**src/rtl/int_pkg.sv**
```systemverilog
// Shared definitions for the interrupt controller slice.
// Holds the controller state encoding, the default vector table layout and
// a helper that sizes the interrupt id field from the number of lines.
package int_pkg;

   // Controller states, kept as plain constants so older code can compare
   // against them directly.
   localparam logic [1:0] IDLE    = 2'd0;
   localparam logic [1:0] TAKE    = 2'd1;
   localparam logic [1:0] SERVICE = 2'd2;

   // Default vector table: vector 0 at 10'h3C0, one vector every 4 words.
   localparam logic [9:0] VEC_BASE_DEFAULT   = 10'h3C0;
   localparam int         VEC_STRIDE_DEFAULT = 4;

   // Width of an id field able to name every request line (at least 1 bit).
   function automatic int irq_id_width(input int n);
      return (n > 1) ? $clog2(n) : 1;
   endfunction

endpackage

```
**src/rtl/int_controller_prio_enc.sv**
```systemverilog
// Combinational priority encoder for the interrupt controller.
// Ports:
//   req   - request vector, bit 0 is the highest priority
//   valid - high when any request bit is set
//   idx   - index of the lowest set bit (0 when no bit is set)
module prio_enc
   import int_pkg::*;
#(
   parameter int NIRQ = 4
) (
   input  logic [NIRQ-1:0]               req,
   output logic                          valid,
   output logic [irq_id_width(NIRQ)-1:0] idx
);

   localparam int IDW = irq_id_width(NIRQ);

   // Scan from the top down so the lowest set index is written last and wins.
   always_comb begin
      valid = |req;
      idx   = '0;
      for (int i = NIRQ - 1; i >= 0; i--) begin
         if (req[i]) begin
            idx = IDW'(i);
         end
      end
   end

endmodule

```
**src/rtl/int_controller.sv**
```systemverilog
// Interrupt controller sequencing the single-cycle CPU datapath.
// Captures rising edges on the request lines into pending bits, picks the
// highest-priority enabled request at an instruction boundary, forces the PC
// to the matching vector while the current PC is pushed and the fetched
// instruction is killed, then stays in service until reti.
// Ports:
//   clk, reset            - clock, asynchronous active-high reset
//   irq                   - request lines, synchronous to clk
//   ien_we / ien_wd       - per-line enable mask write
//   gie_we / gie_wd       - global enable write
//   pend_clr              - software clear of pending bits
//   reti                  - decoded return-from-interrupt
//   int_take              - one-cycle pulse: load vector, push PC
//   kill                  - suppress all writes of the current instruction
//   int_vector            - next-PC value while int_take is high
//   irq_id                - id being taken or in service
//   in_service            - high from int_take through the reti cycle
//   pending               - pending bits, readable by software
module int_controller
   import int_pkg::*;
#(
   parameter int         NIRQ       = 4,
   parameter logic [9:0] VEC_BASE   = VEC_BASE_DEFAULT,
   parameter int         VEC_STRIDE = VEC_STRIDE_DEFAULT
) (
   input  logic                          clk,
   input  logic                          reset,
   input  logic [NIRQ-1:0]               irq,
   input  logic                          ien_we,
   input  logic [NIRQ-1:0]               ien_wd,
   input  logic                          gie_we,
   input  logic                          gie_wd,
   input  logic [NIRQ-1:0]               pend_clr,
   input  logic                          reti,
   output logic                          int_take,
   output logic                          kill,
   output logic [9:0]                    int_vector,
   output logic [irq_id_width(NIRQ)-1:0] irq_id,
   output logic                          in_service,
   output logic [NIRQ-1:0]               pending
);

   localparam int IDW = irq_id_width(NIRQ);

   logic [1:0]      state_q,    state_d;
   logic [NIRQ-1:0] pending_q,  pending_d;
   logic [NIRQ-1:0] ien_q,      ien_d;
   logic [NIRQ-1:0] irq_prev_q, irq_prev_d;
   logic            gie_q,      gie_d;
   logic [IDW-1:0]  irq_id_q,   irq_id_d;

   logic [NIRQ-1:0] irq_rise;
   logic            sel_valid;
   logic [IDW-1:0]  sel_id;
   logic            req;

   // Pick the lowest-numbered line that is both pending and enabled.
   prio_enc #(
      .NIRQ (NIRQ)
   ) u_prio_enc (
      .req   (pending_q & ien_q),
      .valid (sel_valid),
      .idx   (sel_id)
   );

   assign req = gie_q & sel_valid;

   // Pending bits: clears are applied first and new edges OR in afterwards,
   // so an edge in the same cycle as a clear leaves the bit set. Software
   // clears in the TAKE cycle come from the killed instruction and are
   // dropped; the TAKE cycle instead retires the bit being taken.
   always_comb begin
      irq_rise   = irq & ~irq_prev_q;
      irq_prev_d = irq;
      pending_d  = pending_q;
      if (state_q == TAKE) begin
         pending_d[irq_id_q] = 1'b0;
      end else begin
         pending_d = pending_d & ~pend_clr;
      end
      pending_d = pending_d | irq_rise;
   end

   // Sequencing and enable registers. The take decision looks only at
   // registered state, so after reti the controller spends at least one
   // cycle in IDLE and one main-program instruction runs between
   // interrupts. Enable writes issued by the killed instruction are ignored;
   // in SERVICE the reti restore of gie overrides a same-cycle gie write.
   always_comb begin
      state_d  = state_q;
      ien_d    = ien_q;
      gie_d    = gie_q;
      irq_id_d = irq_id_q;
      case (state_q)
         IDLE: begin
            if (ien_we) ien_d = ien_wd;
            if (gie_we) gie_d = gie_wd;
            if (req) begin
               state_d  = TAKE;
               irq_id_d = sel_id;
            end
         end
         TAKE: begin
            gie_d   = 1'b0;
            state_d = SERVICE;
         end
         SERVICE: begin
            if (ien_we) ien_d = ien_wd;
            if (gie_we) gie_d = gie_wd;
            if (reti) begin
               gie_d   = 1'b1;
               state_d = IDLE;
            end
         end
         default: begin
            state_d = IDLE;
         end
      endcase
   end

   // State registers with asynchronous clear.
   always_ff @(posedge clk or posedge reset) begin
      if (reset) begin
         state_q    <= IDLE;
         pending_q  <= '0;
         ien_q      <= '0;
         irq_prev_q <= '0;
         gie_q      <= 1'b0;
         irq_id_q   <= '0;
      end else begin
         state_q    <= state_d;
         pending_q  <= pending_d;
         ien_q      <= ien_d;
         irq_prev_q <= irq_prev_d;
         gie_q      <= gie_d;
         irq_id_q   <= irq_id_d;
      end
   end

   // Outputs decode directly from registered state so reset drops them at
   // once. The vector wraps within the 10-bit program address space.
   assign int_take   = (state_q == TAKE);
   assign kill       = (state_q == TAKE);
   assign in_service = (state_q == TAKE) || (state_q == SERVICE);
   assign irq_id     = irq_id_q;
   assign pending    = pending_q;
   assign int_vector = VEC_BASE + 10'(32'(irq_id_q) * VEC_STRIDE);

endmodule
```
**config.mk**
```make
export PLATFORM = sky130hd
export DESIGN_NAME = int_controller
export DESIGN_NICKNAME = d
export VERILOG_FILES = /design/src/rtl/int_pkg.sv /design/src/rtl/int_controller_prio_enc.sv /design/src/rtl/int_controller.sv
export SDC_FILE = /design/constraint.sdc
export NUM_CORES = 1
export LEC_CHECK = 0
export CAP_MARGIN = 20
export CORE_UTILIZATION = 42
export CTS_CLUSTER_SIZE = 12
export DETAILED_ROUTE_END_ITERATION = 8
export PLACE_DENSITY = 0.78
export SYNTH_ARGS = -nofsm -noshare
export SYNTH_HDL_FRONTEND = slang
export SYNTH_HIERARCHICAL = 1
export SYNTH_SLANG_ARGS = --single-unit
```
**constraint.sdc**
```tcl
create_clock -name clk -period 1.6 [get_ports clk]
set_input_delay 0.16 -clock clk [delete_from_list [all_inputs] [get_ports clk]]
set_output_delay 0.16 -clock clk [all_outputs]
set_load 0.02 [all_outputs]
```
Word level (Yosys, flattened, before mapping)

Cells that the tools add are included.

Mux-type cells: 13
Add/subtract/negate cells: 1
Bitwise operators: 9
Magnitude comparators: 2
Reductions and logical operators: 9
Eq/ne operators: 4

Operators with widths:

| cell                  | number |
|---|---|
| $and A4 B4 Y4         | 4 |
| $mux W2               | 6 |
| $not A4 Y4            | 3 |
| $add A7 B5 Y8 const A | 1 |
| $pmux W2 S3           | 1 |
| $reduce_and A2 Y1     | 3 |
| $mux W4               | 1 |
| $ne A2 B2 Y1 const B  | 2 |
| $or A4 B4 Y4          | 1 |
| $reduce_or A4 Y1      | 1 |
| $lt A2 B3 Y1 const B  | 1 |
| $mux W1               | 3 |
| $pmux W1 S3           | 1 |
| $reduce_bool A3 Y1    | 1 |
| $demux W1 S2          | 1 |
| $eq A2 B1 Y1 const B  | 1 |
| $eq A2 B2 Y1 const B  | 1 |
| $ge A2 B1 Y1 const B  | 1 |
| $logic_not A2 Y1      | 1 |
| $reduce_or A2 Y1      | 1 |
| $and A1 B1 Y1         | 1 |
| $logic_and A1 B1 Y1   | 1 |
| $logic_or A1 B1 Y1    | 1 |

Logic and storage cells: 44
Bits of input ports: 18
Register bits after elaboration: 17
Output and inout bits: 19

Logic depth before layout (Yosys ltp)

Gate-level depths: netlist (run 1).

Depth after elaboration: 8
Gate-level depth with buffers: 6
Gate-level depth less buffers: 6

By module

Netlist (run 1), hierarchy kept.

By module, submodules not included:

| module         | seq. area each (um2) | cells each | area an instance (um2) | instances |
|---|---|---|---|---|
| int_controller | 425.4                | 80         | 885.8                  | 1 |
| prio_enc       | 0.0                  | 7          | 35.0                   | 1 |

Worst setup path after synthesis (run 1)

OpenSTA, ideal clock, no wires.

Path kind: flip-flop to flip-flop
From: register pending_q[0] (netlist: pending[0])
To: register state_q[1]
Cell stages (with the launch flop): 7
Path buffers: 0
Path slack: 0.195 ns
Clock period less this slack: 1.405 ns
Library setup time: 0.125 ns
Arrival time: 1.280 ns
Required time: 1.475 ns
Path through: dfrtp_1 > and2_1 > nor2_1 > nand2_1 > nand2_1 > a21oi_2 > mux2_4

Word-level cells in the longest chain between the ends: 5

Ends and longest elaborated chain:

| what                               | RTL line                      | source |
|---|---|---|
| start, declared                    | int_controller.sv:46          | `logic [NIRQ-1:0] pending_q, pending_d;` |
| start signal, assigned             | int_controller.sv:132         | `pending_q <= pending_d;` |
| $and A4 B4 Y4                      | int_controller.sv:61          | `.req (pending_q & ien_q),` |
| $reduce_or A4 Y1                   | int_controller_prio_enc.sv:20 | `valid = \|req;` |
| via sel_valid                      | int_controller.sv:53          | `logic sel_valid;` |
| $and A1 B1 Y1                      | int_controller.sv:66          | `assign req = gie_q & sel_valid;` |
| $ne A2 B2 Y1 (no source line)      | --                            |  |
| $reduce_and A2 Y1 (no source line) | --                            |  |
| end signal, assigned               | int_controller.sv:131         | `state_q <= state_d;` |
| end, declared                      | int_controller.sv:45          | `logic [1:0] state_q, state_d;` |

The timed path passes the listed nets, and every way through them passes these cells.
A chain may end at the register's enable or synchronous reset.

Final worst setup path (run 1)

From: register irq_id_q[0] (netlist: irq_id[0])
To: output int_vector[2]

Word-level cells in the longest chain between the ends: 1

Ends and longest elaborated chain:

| what                   | RTL line              | source |
|---|---|---|
| start, declared        | int_controller.sv:50  | `logic [IDW-1:0] irq_id_q, irq_id_d;` |
| start signal, assigned | int_controller.sv:136 | `irq_id_q <= irq_id_d;` |
| $add A7 B5 Y8          | int_controller.sv:147 | `assign int_vector = VEC_BASE + 10'(32'(irq_id_q) * VEC_STRIDE);` |
| end, declared          | int_controller.sv:37  | `output logic [9:0] int_vector,` |

No other way between the ends.

==> run_results.csv, run 1 <==
group,metric,value,unit
grt,antenna_found_initial,0,
route,first_pass_iters,3,
route,wire_per_inst,11.2,um
worst_setup_path,crit_slowest_cell,"clkdlybuf4s50_1",
clock_network,cts_buffers,3,
worst_setup_path,crit_path_max_incr_delay,0.64,ns
worst_setup_path,worstPathArrival,1.39,ns
grt,grt_usage,15.0,%
yosys,synth_cell_type_count,24,
final_layout,nNetsFinal,141,
worst_setup_path,cp_top_family,"buffers and inverters",
worst_setup_path,crit_fanout,7,
floorplan,dieArea,2380,um^2
floorplan,ios,37,
floorplan,start_util,46.0,%
route,num_vias,664,
pwr,p_int,1.14,mW
route,ant_nets,0,
clock_network,cts.sinks,17,
pwr,ir_drop,0.000718,V
pwr,switchingPower,0.679,mW
sta,min_period_over_period,96.7,%
sta,slew_viol_final,0,
pwr,p_seq_share,36.1,%
clock_network,cts_tree,"done",
worst_setup_path,cp-start-kind,"flop",
yosys,yosys-top-cells-area,"dfrtp_1, buf_4, mux2_2, ha_1, o21ai_0",
route,drtIter0Drc,2,
sta,finalWorstPathRequiredPeriod,1.55,ns
min_path,hp-class,"input pin to asynchronous set/reset pin",
grt,overflow,0,
grt,grt_first_pass_wirelength,2.70,mm
floorplan,die_w,48.8,um
yosys,ys_ff_latch,17,
yosys,ys_seq_area_share,46.2,%
sta,hold_viol_final,0,
pwr,power.density,1480,nW/um^2
placed_design,dpl_cell_area,1200,um^2
placed_design,hpwl,1.26,mm
final_layout,multiInputGateArea,405,um^2
clock_network,cts_root_buf,"clkbuf_4",
sta,tns,0,ns
final_layout,diodes,0,
route,vias_per_cell,4.61,
final_layout,area_growth,32.9,%
sta,setup_viol,0,
placed_design,routabilityCongestion,0.818,
pwr,clockPowerShare,12.2,%
yosys,postSynthCellCount,87,
clock_network,insertion_delay,0.28,ns
worst_setup_path,path_cells,"clkdlybuf4s50_1",
worst_setup_path,path_buf_inv,1,
clock_network,cts_hold_buf,0,
placed_design,pre_cts_ws,0.134,ns
floorplan,core_area,2000,um^2
pwr,p_comb_share,51.7,%
pwr,leakage,0.577,nW
sta,setup_slack,0.0521,ns
clock_network,cts_setup_buffers,0,
clock_network,h-tree-depth,1,
pwr,p_sw_share,37.4,%
route,route.detailed.drc,0,
final_layout,final_common_cell,"clkdlybuf4s50_1",
final_layout,final_area,1220,um^2
final_layout,final_layout_size_suffix_gt1_share,15.4,%
sta,fmax,646,MHz
grt,grt_max_degree,18,
yosys,netlist.top_cell.by_area,"dfrtp_1",
sta,skew,0.00180,ns
clock_network,cts.path.max_buffers,2,
worst_setup_path,path_class,"flop to output port",
floorplan,placementRows,16,
status,outcome,"completed",
worst_setup_path,end_kind,"output port",
worst_setup_path,cp.required,1.44,ns
clock_network,clk_pin_slew,0.09,ns
sta,rsz0062_at_grt,"no",
final_layout,fillers,172,
final_layout,final_core_util,61.1,%
floorplan,die_h,48.8,um
job,cap_violations,0,
route,wirelength,1.61,mm
yosys,synth_area,921,um^2
yosys,synth_top_area_share,46.2,%
placed_design,io_buffers,28,
final_layout,final_cell_mix,"clkdlybuf4s50_1, dfrtp_1, inv_1, conb_1",
grt,grt_pass1_vias,664,
yosys,synth_area_per_cell,10.6,um^2
pwr,power,1.81,mW
final_layout,register_area,425,um^2
yosys,ys_warn_count,6,
## worst paths after layout
kind                       slack, ns               startpoint                       to  cells past startpoint
min reg2reg                     0.43  irq_prev_q[3]$_DFF_PP0_     pending[3]$_DFF_PP0_                      1
max                             0.05    irq_id[0]$_DFFE_PP0P_            int_vector[2]                      1
max in group asynchronous       1.25                    reset        gie_q$_DFFE_PP0P_                      3
min in group clk                0.33                   irq[1]  irq_prev_q[1]$_DFF_PP0_                      1
min                             0.17                    reset  irq_prev_q[3]$_DFF_PP0_                      3
max reg2reg                     0.14   state_q[0]$_DFFE_PP0P_     ien_q[2]$_DFFE_PP0P_                      4
## registers in the layout, indices dropped and copies added, names as in the netlist
register	flops
gie_q	1
pending	4
irq_prev_q	4
ien_q	4
irq_id	2
state_q	2
## power groups by stage
stage / Sequential [mW] / Clock, mW / Combinational (mW)
2_1_floorplan: 0.701 / 0 / 0.627
3_3_place_gp: 0.663 / 0 / 0.957
3_5_place_dp: 0.666 / 0 / 0.976
4_1_cts: 0.657 / 0.230 / 0.954
5_1_grt: 0.674 / 0.248 / 1.02
6_report: 0.655 / 0.221 / 0.939
## stage by stage
stage	cells	hold slack [ns]
2_1_floorplan	93	0.0861
3_3_place_gp	140	0.405
3_5_place_dp	140	0.418
4_1_cts	144	0.173
5_1_grt	144	0.210
6_report	144	0.170
## worst min-delay path: cells and delay by family
kind,cells,cell delay (ns)
buffers and inverters,3,0.67
## layer usage
layer  wire length (um)  up-vias  share of wire [%]  GRT usage (%)
li1                   -      326                  -              -
met1                747      309                 46           16.8
met2                735       25                 46           26.2
met3                 89        4                5.5           2.80
met4                 38        0                2.4           9.31
met5                  0        -                  0              0
## repair_timing
action	4_1_cts	5_1_grt
hold endpoints to repair	0	0
endpoints found under the setup margin	3	2
resized for setup	3	1
## logic make-up (layout without fill, tap and decap cells)
| logic type | count (synthesis) | in the layout | synth area share [%] |
|---|---|---|---|
| buf+inv | 19 | 43 | 12.2 |
| flops | 17 | 17 | 46.2 |
| compound gates | 13 | 13 | 9.65 |
| other cells | 2 | 8 | 0.816 |
| simple gates | 24 | 24 | 15.4 |
| fa+ha+maj | 5 | 5 | 6.79 |
| mux | 7 | 7 | 8.97 |
## Yosys cell counts, drive strengths merged
master	n
o31ai	1
o21ai	7
nand3	5
ha	5
conb	2
a21oi	2
buf	11
nand2b	4
nor2b	2
inv	8
nand3b	2
mux2	7
nand2	3
a221oi	1
nor2	2
nor3	1
a22o	1
dfrtp	17
o21a	1
and2	4
and2b	1
## area by class of cell
class / instances / area share [%]
clock buffers: 3 / 1.84
well taps: 27 / 2.76
clock inverters: 1 / 0.409
multi-input cells: 57 / 33.1
inverters: 8 / 2.45
flip-flops and latches: 17 / 34.8
repair buffers: 31 / 24.6
Note: power is estimated with default switching activity, not from simulation.
==> run 2, diff against run 1 <==
- ABC_AREA: not set -> 0
- CELL_PAD_IN_SITES_DETAIL_PLACEMENT: not set -> 1
- CELL_PAD_IN_SITES_GLOBAL_PLACEMENT: not set -> 2
- CORE_UTILIZATION: 42 -> 25
- PLACE_DENSITY: 0.78 -> not set
- PLACE_DENSITY_LB_ADDON: not set -> 0.1
==> run_results.csv, run 2 (synthesis gave the netlist of run 1 again) <==
group,metric,value,unit
final_layout,register_area,425,um^2
grt,grt_usage,11.0,%
job,cap_violations,0,
final_layout,final_cell_mix,"clkdlybuf4s50_1, dfrtp_1, inv_1, conb_1",
final_layout,area_growth,37.2,%
floorplan,core_area,3440,um^2
worst_setup_path,path_buf_inv,1,
clock_network,clk_pin_slew,0.07,ns
worst_setup_path,cp.required,1.44,ns
worst_setup_path,path_class,"flop to output port",
placed_design,hpwl,1.45,mm
grt,grt_pass1_vias,697,
sta,skew,0.00556,ns
worst_setup_path,crit_fanout,7,
route,vias_per_cell,4.04,
sta,tns,0,ns
grt,antenna_found_initial,0,
final_layout,fin_cells,163,
sta,whs,0.213,ns
sta,fmax,659,MHz
grt,grt_first_pass_wirelength,3.29,mm
worst_setup_path,cp-start-kind,"flop",
final_layout,final_layout_size_suffix_gt1_share,15.4,%
clock_network,h-tree-depth,1,
placed_design,io_buffers,28,
pwr,power,1.94,mW
final_layout,diodes,0,
final_layout,multiInputGateArea,405,um^2
sta,hold_viol_final,0,
clock_network,cts_hold_buf,0,
sta,rsz0062_at_grt,"no",
clock_network,insertion_delay,0.25,ns
sta,min_period_over_period,94.9,%
floorplan,die_w,62.7,um
pwr,power.density,1530,nW/um^2
route,route.detailed.drc,0,
placed_design,routabilityCongestion,0.639,
sta,finalWorstPathRequiredPeriod,1.52,ns
pwr,ir_drop,0.000587,V
route,wire_per_inst,11.6,um
pwr,leakage,0.571,nW
route,first_pass_iters,2,
clock_network,cts.path.max_buffers,2,
route,num_vias,659,
clock_network,cts_buffers,3,
clock_network,cts_tree,"done",
worst_setup_path,path_cells,"clkdlybuf4s50_1",
min_path,hp-class,"input pin to asynchronous set/reset pin",
floorplan,ios,37,
placed_design,dpl_cell_area,1220,um^2
floorplan,placementRows,21,
worst_setup_path,worstPathArrival,1.36,ns
final_layout,nNetsFinal,141,
clock_network,cts.sinks,17,
final_layout,fillers,396,
grt,grt_max_degree,18,
grt,overflow,0,
worst_setup_path,crit_path_max_incr_delay,0.65,ns
status,outcome,"completed",
floorplan,die_h,62.7,um
worst_setup_path,cp_top_family,"buffers and inverters",
floorplan,start_util,26.8,%
worst_setup_path,end_kind,"output port",
final_layout,final_common_cell,"clkdlybuf4s50_1",
sta,setup_viol,0,
sta,slew_viol_final,0,
clock_network,cts_setup_buffers,0,
worst_setup_path,crit_slowest_cell,"clkdlybuf4s50_1",
final_layout,final_area,1260,um^2
route,ant_nets,0,
placed_design,dp_cells,159,
clock_network,cts_root_buf,"clkbuf_8",
route,wirelength,1.89,mm
route,drtIter0Drc,6,
floorplan,dieArea,3930,um^2
## run 2: final cells by class
cell class                 count  share of cell area [%]
clock inverter                 1                   0.396
timing repair buffer          31                    23.7
inverter                       8                    2.38
clock buffer                   3                    3.27
tap                           46                    4.55
sequential                    17                    33.7
multi-input combinational     57                    32.1
## run 2: per-stage QoR
step | setup slack [ns] | utilization [%]
2_1_floorplan | 0.195 | -
6_report | 0.0816 | 36.7
3_5_place_dp | 0.111 | 35.5
5_1_grt | 0.0197 | 36.7
4_1_cts | 0.0605 | 36.7
3_3_place_gp | 0.131 | 35.5
## run 2: worst paths after layout
check,from,endpoint,slack (ns),cells past startpoint
min,reset,ien_q[2]$_DFFE_PP0P_,0.21,3
max in group asynchronous,reset,ien_q[0]$_DFFE_PP0P_,1.19,3
max,irq_id[1]$_DFFE_PP0P_,irq_id[1],0.08,1
min reg2reg,irq_prev_q[3]$_DFF_PP0_,pending[3]$_DFF_PP0_,0.43,1
max reg2reg,state_q[1]$_DFFE_PP0P_,ien_q[0]$_DFFE_PP0P_,0.14,4
min in group clk,irq[2],irq_prev_q[2]$_DFF_PP0_,0.37,1
## run 2: worst min-delay path, delay by kind of cell
kind                   cells  cell delay (ns)
buffers and inverters      3             0.67
## run 2: metal layers
metal  track usage, %  vias to the layer above  share of wire (%)  wire length (um)
met4             3.49                        0               0.63                12
met2             17.3                       27                 47               883
met1             13.7                      303                 47               884
met3             4.38                        2                6.0               113
li1                 -                      327                  -                 -
met5                0                        -                  0                 0
## run 2: timing repair
item,4_1_cts,5_1_grt
hold endpoints to repair,0,0
endpoints found under the setup margin,3,0
gates resized for setup,3,0
## run 2: report_power, final
part | switching (mW) | internal, mW
Sequential | 0.103 | 0.563
Combinational | 0.474 | 0.485
Clock | 0.139 | 0.172
Total | 0.716 | 1.22
==> run 3, diff against run 2 <==
- CORE_ASPECT_RATIO: not set -> 1.75
- REMOVE_ABC_BUFFERS: not set -> 1
- SKIP_CTS_REPAIR_TIMING: not set -> 1
==> run_results.csv, run 3 (synthesis gave the netlist of run 1 again) <==
group,metric,value,unit
grt,grt_first_pass_wirelength,3.54,mm
clock_network,h-tree-depth,1,
floorplan,die_w,47.9,um
route,dr_wl_met3,75,um
job,cap_violations,0,
placed_design,dp_cells,159,
route,drtIter0Drc,2,
min_path,hp-class,"input pin to asynchronous set/reset pin",
route,drt-met1-wl,687,um
worst_setup_path,path_class,"flop to output port",
final_layout,diodes,0,
placed_design,io_buffers,28,
worst_setup_path,crit_path_max_incr_delay,0.65,ns
route,wire_per_inst,12.7,um
pwr,leakage,0.606,nW
clock_network,cts_root_buf,"clkbuf_8",
placed_design,routabilityCongestion,0.656,
route,wirelength,2.07,mm
clock_network,cts.path.max_buffers,2,
route,top_layer_used,"met4",
final_layout,nNetsFinal,142,
worst_setup_path,worstPathArrival,1.34,ns
grt,grt_usage,12.8,%
sta,slew_viol_final,0,
sta,finalWorstPathRequiredPeriod,1.50,ns
floorplan,placementRows,28,
sta,hold_viol_final,0,
sta,rsz0062_at_grt,"no",
worst_setup_path,end_kind,"output port",
worst_setup_path,crit_slowest_cell,"clkdlybuf4s50_1",
route,first_pass_iters,2,
floorplan,start_util,26.8,%
final_layout,fin_cells,163,
sta,tns,0,ns
final_layout,register_area,425,um^2
status,outcome,"completed",
floorplan,dieArea,3940,um^2
route,wl_met2,1.26,mm
worst_setup_path,crit_fanout,7,
sta,setup_viol,0,
final_layout,fillers,419,
route,vias_per_cell,4.30,
final_layout,area_growth,39.0,%
floorplan,die_h,82.3,um
worst_setup_path,cp-start-kind,"flop",
final_layout,multiInputGateArea,405,um^2
final_layout,final_layout_size_suffix_gt1_share,15.3,%
grt,grt_pass1_vias,777,
route,ant_nets,0,
pwr,ir_drop,0.000690,V
floorplan,core_area,3430,um^2
sta,skew,0.00275,ns
final_layout,final_cell_mix,"clkdlybuf4s50_1, dfrtp_1, inv_1, conb_1",
clock_network,clk_pin_slew,0.07,ns
route,route.detailed.drc,0,
route,num_vias,701,
worst_setup_path,path_buf_inv,1,
placed_design,hpwl,1.71,mm
worst_setup_path,cp.required,1.44,ns
grt,antenna_found_initial,0,
worst_setup_path,path_cells,"clkdlybuf4s50_1",
clock_network,insertion_delay,0.25,ns
grt,overflow,0,
clock_network,cts_tree,"done",
final_layout,final_common_cell,"clkdlybuf4s50_1",
sta,fmax,666,MHz
clock_network,cts.sinks,17,
sta,min_period_over_period,93.8,%
grt,grt_max_degree,18,
clock_network,cts_buffers,3,
pwr,power.density,1540,nW/um^2
worst_setup_path,cp_top_family,"buffers and inverters",
floorplan,ios,37,
## run 3: report_power, final
group | leakage (nW) | internal (mW) | total [mW] | switching [mW]
registers | 0.206 | 0.563 | 0.655 | 0.0928
logic | 0.378 | 0.516 | 0.997 | 0.481
clock network | 0.0228 | 0.177 | 0.324 | 0.147
total | 0.606 | 1.26 | 1.98 | 0.720
## run 3: worst reg2reg max path, delay by kind of cell, from the launching register on
kind	cells	cell delay (ns)
flops	1	0.38
mux	1	0.36
compound gates	1	0.22
fa+ha+maj	1	0.21
buf+inv	1	0.15
## run 3: layout make-up
cell class                 instances  area share (%)
tap                               45            4.40
sequential                        17            33.2
inverter                           8            2.35
clock buffer                       4            3.52
multi-input combinational         57            31.7
timing repair buffer              32            24.8
## run 3: per-layer routing
| layer | GRT usage, % | vias to the layer above |
|---|---|---|
| li1 | - | 328 |
| met1 | 12.8 | 353 |
| met2 | 23.2 | 16 |
| met3 | 2.39 | 4 |
| met4 | 6.67 | 0 |
| met5 | 0 | - |
## run 3: path summary, 6_finish.rpt
path                                         start                 endpoint  slack [ns]  cells after the start
max                          irq_id[1]$_DFFE_PP0P_                irq_id[1]         0.1                      1
min in group clk                            irq[3]  irq_prev_q[3]$_DFF_PP0_        0.37                      1
min                                          reset  irq_prev_q[1]$_DFF_PP0_        0.22                      3
max reg2reg                 state_q[1]$_DFFE_PP0P_     ien_q[1]$_DFFE_PP0P_        0.16                      4
min reg2reg                irq_prev_q[1]$_DFF_PP0_     pending[1]$_DFF_PP0_        0.42                      1
max in group asynchronous                    reset     ien_q[2]$_DFFE_PP0P_        1.18                      3
## run 3: stage by stage
stage | hold WS (ns) | total power, mW | util [%] | cell area, um^2 | setup slack, ns
3_3_place_gp | 0.409 | 1.68 | 35.8 | 1230 | 0.131
6_report | 0.225 | 1.98 | 37.3 | 1280 | 0.0996
5_1_grt | 0.296 | 2.13 | 37.3 | 1280 | 0.0446
3_5_place_dp | 0.411 | 1.69 | 35.8 | 1230 | 0.128
4_1_cts | 0.235 | 2.03 | 37.1 | 1270 | -0.169
2_1_floorplan | 0.0861 | 1.27 | - | 861 | 0.195
